**config.mk**
```make
export PLATFORM = sky130hd
export DESIGN_NAME = perf_counter_uart
export DESIGN_NICKNAME = d
export VERILOG_FILES = /design/src/rtl/perf_counter_uart.sv
export SDC_FILE = /design/constraint.sdc
export NUM_CORES = 2
export LEC_CHECK = 0
export BUFFER_PORTS_ARGS = -buffer_cell sky130_fd_sc_hd__buf_2
export CAP_MARGIN = 20
export CORE_UTILIZATION = 55
export DETAILED_ROUTE_END_ITERATION = 6
export PLACE_DENSITY = 0.72
export SETUP_SLACK_MARGIN = 0.1
export SLEW_MARGIN = 20
export SYNTH_ARGS = -nofsm -noshare
export SYNTH_HDL_FRONTEND = slang
export SYNTH_SLANG_ARGS = --single-unit
```
**constraint.sdc**
```tcl
create_clock -name clk -period 16.3 [get_ports clk]
set_input_delay 1.63 -clock clk [delete_from_list [all_inputs] [get_ports clk]]
set_output_delay 1.63 -clock clk [all_outputs]
set_load 0.005 [all_outputs]
```
**src/rtl/perf_counter_uart.sv**
```systemverilog
// Event-counter bank with a UART reporter: counts per-channel strobes and, on request,
// streams a snapshot as HEADER, counters LSB-first, then an XOR checksum over 8N1 serial.
module perf_counter_uart #(
    parameter int         N_CH     = 8,
    parameter int         CNT_W    = 32,
    parameter int         BAUD_DIV = 868,
    parameter int         SATURATE = 1,
    parameter logic [7:0] HEADER   = 8'hA5
) (
    input  logic            clk,
    input  logic            rst,
    input  logic            enb,
    input  logic [N_CH-1:0] event_i,
    input  logic            clear_i,
    input  logic            dump_i,
    output logic            busy_o,
    output logic            dump_done_o,
    output logic [N_CH-1:0] overflow_o,
    output logic            tx_o
);

    localparam int NBYTES = 2 + N_CH * CNT_W / 8;
    localparam int SHW    = N_CH * CNT_W;
    localparam int BYTE_W = $clog2(NBYTES);
    localparam int BAUD_W = $clog2(BAUD_DIV);

    localparam logic [BYTE_W-1:0] LAST_BYTE = BYTE_W'(NBYTES - 1);
    localparam logic [BYTE_W-1:0] CHK_PREV  = BYTE_W'(NBYTES - 2);
    localparam logic [BAUD_W-1:0] LAST_BAUD = BAUD_W'(BAUD_DIV - 1);
    localparam logic [CNT_W-1:0]  CNT_MAX   = '1;

    localparam logic [1:0] F_IDLE  = 2'd0;
    localparam logic [1:0] F_SEND  = 2'd1;
    localparam logic [1:0] F_DONE  = 2'd2;

    localparam logic [1:0] U_IDLE  = 2'd0;
    localparam logic [1:0] U_START = 2'd1;
    localparam logic [1:0] U_DATA  = 2'd2;
    localparam logic [1:0] U_STOP  = 2'd3;

    logic [CNT_W-1:0]  r_cnt [N_CH];
    logic [N_CH-1:0]   r_ovf;
    logic [SHW-1:0]    w_cntFlat;
    logic [SHW-1:0]    r_shadow;
    logic [7:0]        r_chk;
    logic [7:0]        r_txByte;
    logic [1:0]        r_frameState;
    logic [1:0]        r_uartState;
    logic [BAUD_W-1:0] r_baudCnt;
    logic [2:0]        r_bitIdx;
    logic [BYTE_W-1:0] r_byteIdx;
    logic              r_tx;
    logic              r_busy;
    logic              r_done;

    always_comb begin
        w_cntFlat = '0;
        for (int k = 0; k < N_CH; k++) begin
            w_cntFlat[k*CNT_W +: CNT_W] = r_cnt[k];
        end
    end

    // Clear wins over counting; overflow flags stick until clear or reset.
    always_ff @(posedge clk or posedge rst) begin
        if (rst) begin
            for (int k = 0; k < N_CH; k++) begin
                r_cnt[k] <= '0;
            end
            r_ovf <= '0;
        end else if (clear_i) begin
            for (int k = 0; k < N_CH; k++) begin
                r_cnt[k] <= '0;
            end
            r_ovf <= '0;
        end else if (enb) begin
            for (int k = 0; k < N_CH; k++) begin
                if (event_i[k]) begin
                    if (r_cnt[k] == CNT_MAX) begin
                        r_ovf[k] <= 1'b1;
                        r_cnt[k] <= (SATURATE != 0) ? CNT_MAX : '0;
                    end else begin
                        r_cnt[k] <= r_cnt[k] + CNT_W'(1);
                    end
                end
            end
        end
    end

    // Payload bytes are peeled off the shadow LSB-first; the checksum accumulates as they go.
    always_ff @(posedge clk or posedge rst) begin
        if (rst) begin
            r_frameState <= F_IDLE;
            r_uartState  <= U_IDLE;
            r_baudCnt    <= '0;
            r_bitIdx     <= '0;
            r_byteIdx    <= '0;
            r_txByte     <= '0;
            r_shadow     <= '0;
            r_chk        <= '0;
            r_tx         <= 1'b1;
            r_busy       <= 1'b0;
            r_done       <= 1'b0;
        end else begin
            r_done <= 1'b0;
            case (r_frameState)
                F_SEND: begin
                    if (r_baudCnt != LAST_BAUD) begin
                        r_baudCnt <= r_baudCnt + BAUD_W'(1);
                    end else begin
                        r_baudCnt <= '0;
                        case (r_uartState)
                            U_START: begin
                                r_uartState <= U_DATA;
                                r_bitIdx    <= '0;
                                r_tx        <= r_txByte[0];
                            end
                            U_DATA: begin
                                if (r_bitIdx == 3'd7) begin
                                    r_uartState <= U_STOP;
                                    r_tx        <= 1'b1;
                                end else begin
                                    r_bitIdx <= r_bitIdx + 3'd1;
                                    r_txByte <= {1'b0, r_txByte[7:1]};
                                    r_tx     <= r_txByte[1];
                                end
                            end
                            U_STOP: begin
                                if (r_byteIdx == LAST_BYTE) begin
                                    r_uartState  <= U_IDLE;
                                    r_frameState <= F_DONE;
                                    r_busy       <= 1'b0;
                                    r_done       <= 1'b1;
                                end else begin
                                    r_uartState <= U_START;
                                    r_tx        <= 1'b0;
                                    r_byteIdx   <= r_byteIdx + BYTE_W'(1);
                                    if (r_byteIdx == CHK_PREV) begin
                                        r_txByte <= r_chk;
                                    end else begin
                                        r_txByte <= r_shadow[7:0];
                                        r_chk    <= r_chk ^ r_shadow[7:0];
                                        r_shadow <= r_shadow >> 8;
                                    end
                                end
                            end
                            default: r_uartState <= U_IDLE;
                        endcase
                    end
                end
                default: begin
                    r_frameState <= F_IDLE;
                    if (dump_i) begin
                        r_frameState <= F_SEND;
                        r_uartState  <= U_START;
                        r_baudCnt    <= '0;
                        r_byteIdx    <= '0;
                        r_txByte     <= HEADER;
                        r_shadow     <= w_cntFlat;
                        r_chk        <= '0;
                        r_tx         <= 1'b0;
                        r_busy       <= 1'b1;
                    end
                end
            endcase
        end
    end

    assign busy_o      = r_busy;
    assign dump_done_o = r_done;
    assign overflow_o  = r_ovf;
    assign tx_o        = r_tx;

endmodule

```
# ---- Word level (Yosys, flattened, before mapping)
# Index checks and enable logic that the tools add are counted.
dict set report totals {
  register_bits 562
  wordCells 201
}
dict set report classes {
  n_addsub 11
  eq_ne 27
  mux 91
  n_bitwise 2
  reduce_logical 43
}
# operator n
set ops {}
lappend ops {{two-way mux 256 bit} 8}
lappend ops {{two-way mux 32 bit} 16}
lappend ops {{adder 32 x 1 -> 32 bit, second input constant} 8}
lappend ops {{equality test 32 bit, second input constant} 8}
lappend ops {{two-way mux 8 bit} 14}
lappend ops {{nonzero test 2 bit} 19}
lappend ops {{two-way mux 1 bit} 32}
lappend ops {{two-way mux 10 bit} 3}
lappend ops {{two-way mux 6 bit} 5}
lappend ops {{AND reduction 3 bit} 10}
lappend ops {{two-way mux 2 bit} 8}
lappend ops {{case mux 8 bit (2 select lines)} 1}
lappend ops {{AND reduction 2 bit} 8}
lappend ops {{AND reduction 4 bit} 4}
lappend ops {{equality test 6 bit, second input constant} 2}
lappend ops {{adder 10 x 1 -> 10 bit, second input constant} 1}
lappend ops {{inequality test 10 bit, second input constant} 1}
lappend ops {{inequality test 2 bit, second input constant} 5}
lappend ops {{AND reduction 5 bit} 2}
lappend ops {{inequality test 3 bit, second input constant} 3}
lappend ops {{XOR 8 bit} 1}
lappend ops {{adder 6 x 1 -> 6 bit, second input constant} 1}
lappend ops {{case mux 2 bit (3 select lines)} 1}
lappend ops {{case mux 3 bit (2 select lines)} 1}
lappend ops {{other kinds (10)} 12}

# ---- Logic depth before layout (Yosys ltp)
dict set report depth {
  ltp_word 6
  ltp_mapped 11
  depth_no_buf 7
}

# ---- Worst setup path before layout
# Ideal clock, no wire load.
dict set report synth_timing {
  path_kind {in2reg}
  from {input enb}
  to {register r_cnt[220] (netlist name)}
  setup_ps 99
  arrival_ps 3217
  t_required_ps 16201
  slack_ps 12984
  cell_stages 6
  path_buffers 1
  path_cell_list {buf_2 nand3_1 or4_1 nor3_2 a41oi_1 a311oi_1}
}
dict set report synth_via {
  elab_chain_len 2
}
# item line_no
set synth_lines {}
lappend synth_lines {{start, declared} 12} ;# input logic enb,
lappend synth_lines {{nonzero test 2 bit (no source line)} -}
lappend synth_lines {{AND reduction 2 bit (no source line)} -}
lappend synth_lines {{end signal, assigned by index} 80} ;# r_cnt[k] <= (SATURATE != 0) ? CNT_MAX : '0;
lappend synth_lines {{end signal, assigned by index} 82} ;# r_cnt[k] <= r_cnt[k] + CNT_W'(1);
lappend synth_lines {{end, declared} 41} ;# logic [CNT_W-1:0] r_cnt [N_CH];
# No other way between the ends.
# A chain may end at the register's enable or synchronous reset.

# ---- Worst setup path after layout
dict set report layout_timing {
  from {register r_byteIdx[2]}
  to {register r_shadow[73]}
}
dict set report layout_via {
  elab_chain_len 3
  elab_cells_between_ends 5
  classes_between {eq/ne: 4; reduce/logical: 1}
}
# item line_no
set layout_lines {}
lappend layout_lines {{start, declared} 51} ;# logic [BYTE_W-1:0] r_byteIdx;
lappend layout_lines {{start signal, assigned} 136} ;# r_byteIdx <= r_byteIdx + BYTE_W'(1);
lappend layout_lines {{equality test 6 bit (on tied branches)} {137, 128}}
lappend layout_lines {{inequality test 2 bit (no source line)} -}
lappend layout_lines {{AND reduction 5 bit (no source line) *} -}
lappend layout_lines {{end signal, assigned} 142} ;# r_shadow <= r_shadow >> 8;
lappend layout_lines {{end signal, assigned} 158} ;# r_shadow <= w_cntFlat;
lappend layout_lines {{end, declared} 44} ;# logic [SHW-1:0] r_shadow;
# Every way passes the cells marked *; elsewhere a longest branch is shown, timed or not.

==> reports/qor.csv <==
metric,value,unit
synth-edff-count,0,
synth_area,0.02771,mm2
initial_core_util,56.13,%
final_hold_viol_count,0,
io_buffers,23,
cts_setup_buffers,0,
drc,0,
reg2reg_to,r_shadow[73],
grtUsageTotal,24.34,%
worstPathRequired,16.83,ns
postCtsHoldBufs,0,
critPathMaxFanout,287,
reg2reg_depth,9,
rr_startpoint,r_byteIdx[2],
synth_top_area_cell,dfrtp_1,
die_width,226.4,um
cp-end-kind,register,
die_y,226.4,um
htree_levels,2,
ctsResizeCount,0,
wirelength,60420,um
ys_ff_latch,562,
cts_made_buffers,58,
drt_iter0_markers,1677,
fmax,226.8,MHz
start_kind,register,
post-route-period-util,27.05,%
clock-sinks,562,
nFillCells,4080,
ir_drop,82.73,uV
die_area,0.05128,mm2
synthArstFlopShare,100.0,%
hold_depth,1,
slew_viol_final,0,
synth_seq_area_share,50.77,%
hpwlAfterDp,37750,um
yosysTopAreaCellShare,50.67,%
synth.distinct_cells,62,
final_util,61.20,%
ys.flop_type,dfrtp_1,
clock_latency,0.63,ns
status,finished clean,
vias_per_cell,5.878,
syn_inst,2830,
finalClockSkew,0.02002,ns
clock_tree.buffer_depth,3,
min_to,r_chk[3],
fin_crit,4.409,ns
ant_nets,0,
leakagePower,11.84,nW
clkTransAtPathRegs,0.06,ns
final_net_count,2793,
multi_input_area,0.01270,mm2
gr-total-overflow,0,
grt_pass1_wl,102500,um
crit_arrival,4.94,ns
syn-mean-instance-area,9.790,um2
core,0.04936,mm2
seqCellArea,0.01406,mm2
area_growth,9.019,%
rsz0062_at_grt,false,
worstHoldStart,r_chk[3],
tightestPinTransition,1.119,ns
place_congestion,0.8545,
tritoncts,yes,
first_pass_iters,6,
grt_max_degree,288,
io_pins,24,
relSlewSlack,25.37,%
vias,20430,
drv_cap,0,
finalSetupTns,0,ns
antenna_found_initial,0,
setup_viol,0,
worst_hold_path_type,register to register,
syn-num-nets,2859,
ys_top_cells_by_area,"dfrtp_1 51%, mux2i_1 9.1%, o21ai_0 8.5%",
detail_route.wl_per_cell,17.38,um
num_rows,81,
antennaDiodeCount,0,
p_per_area,98.63,mW/mm2
root_buffer,clkbuf_16,
r2r_slack,11.89,ns
grt_pass1_vias,19990,
drive_gt1_share,7.041,%
synth_warnings,0,
critPathKind,register to register,
## routing by layer
metal / up-vias / global-route usage (%) / wire length [um]
li1: 9872 / - / -
met1: 10050 / 35.79 / 28600
met3: 89 / 3.291 / 2461
met5: - / 0 / 0
met4: 0 / 6.059 / 1095
met2: 420 / 38.14 / 28260
## cell usage in the layout, fill, tap and decap left out, types with 59 or more instances in the layout
cell type and n:
clkbuf_16 59, dfrtp_1 561, mux2i_1 252, nand2_1 377, nand3_1 108, nand4_1 82
nor2_1 120, nor3_1 81, o21ai_0 472, xnor2_1 133, xor2_1 84
## metrics by stage
stage	power [W]	hold WS [ns]	cell area [um2]	std cells	setup slack [ns]
after floorplan	0.001551	0.4472	27710	2830	7.019
after global placement	0.001578	0.4580	28070	3365	11.24
after detailed placement	0.001585	0.4669	28070	3365	11.13
after CTS	0.003007	0.4749	30150	3473	11.74
after global routing	0.003082	0.4982	30200	3476	11.53
final	0.002979	0.4707	30200	3476	11.89
## registers in the layout (all words and copies together), names as in the netlist
signal        cells
busy_o            1
dump_done_o       1
r_byteIdx         6
r_frameState      2
overflow_o        8
tx_o              1
r_shadow        256
r_baudCnt        10
r_cnt           256
r_uartState       2
r_chk             8
r_bitIdx          3
r_txByte          8
## worst max-delay path: stages, from the launching register on
cell and delay, ns:
dfrtp_1 0.42, nor4b_2 0.37, nand2_1 0.56, a31oi_4 0.29
buf_4 0.66, buf_12 0.66, buf_4 0.56, buf_16 0.30
nand2_1 0.10, o21ai_0 0.10
## synthesized netlist by cell type (all sizes together) (11+ instances only)
master,number
a21oi,55
and2,14
and3,38
and4,36
buf,44
clkbuf,128
dfrtp,561
ha,16
inv,44
mux2i,252
nand2,377
nand3,108
nand4,83
nor2,121
nor3,83
nor4,37
o21ai,506
or4,11
xnor2,133
xor2,84
## worst max path at each step
stage / startpoint / end / slack (ns)
floorplan: rst / busy_o / 7.02
detailed placement: dump_i / r_shadow[81] / 11.13
global route: r_byteIdx[2] / r_shadow[101] / 11.53
finish: r_byteIdx[2] / r_shadow[73] / 11.89
CTS: r_byteIdx[2] / r_shadow[73] / 11.74
global placement: dump_i / r_shadow[93] / 11.24
## cells by family (layout without fill, tap and decap cells)
kind of cell / count (synthesis) / count (layout) / synth area share (%)
xor+xnor: 217 / 217 / 6.860
fa+ha+maj: 16 / 16 / 0.7226
flops: 562 / 562 / 50.77
buf+inv: 216 / 198 / 3.446
compound gates: 611 / 611 / 11.88
simple gates: 951 / 951 / 17.02
mux: 257 / 257 / 9.308
## layout make-up
| type | instances | area share [%] |
|---|---|---|
| clock inverters | 22 | 1.007 |
| flip-flops and latches | 562 | 46.57 |
| clock buffers | 86 | 5.853 |
| well taps | 664 | 2.751 |
| repair buffers | 46 | 1.214 |
| inverters | 44 | 0.5592 |
| multi-input cells | 2052 | 42.05 |
## power breakdown
| group | total [W] | switching, W | internal (W) | leakage [nW] |
|---|---|---|---|---|
| registers | 0.00145 | 0.0000261 | 0.00142 | 7.76 |
| logic | 0.000113 | 0.0000794 | 0.0000338 | 3.04 |
| clock network | 0.00142 | 0.000561 | 0.000859 | 1.04 |
| total | 0.00298 | 0.000666 | 0.00231 | 11.8 |
Power figures use the tool's default switching activity.
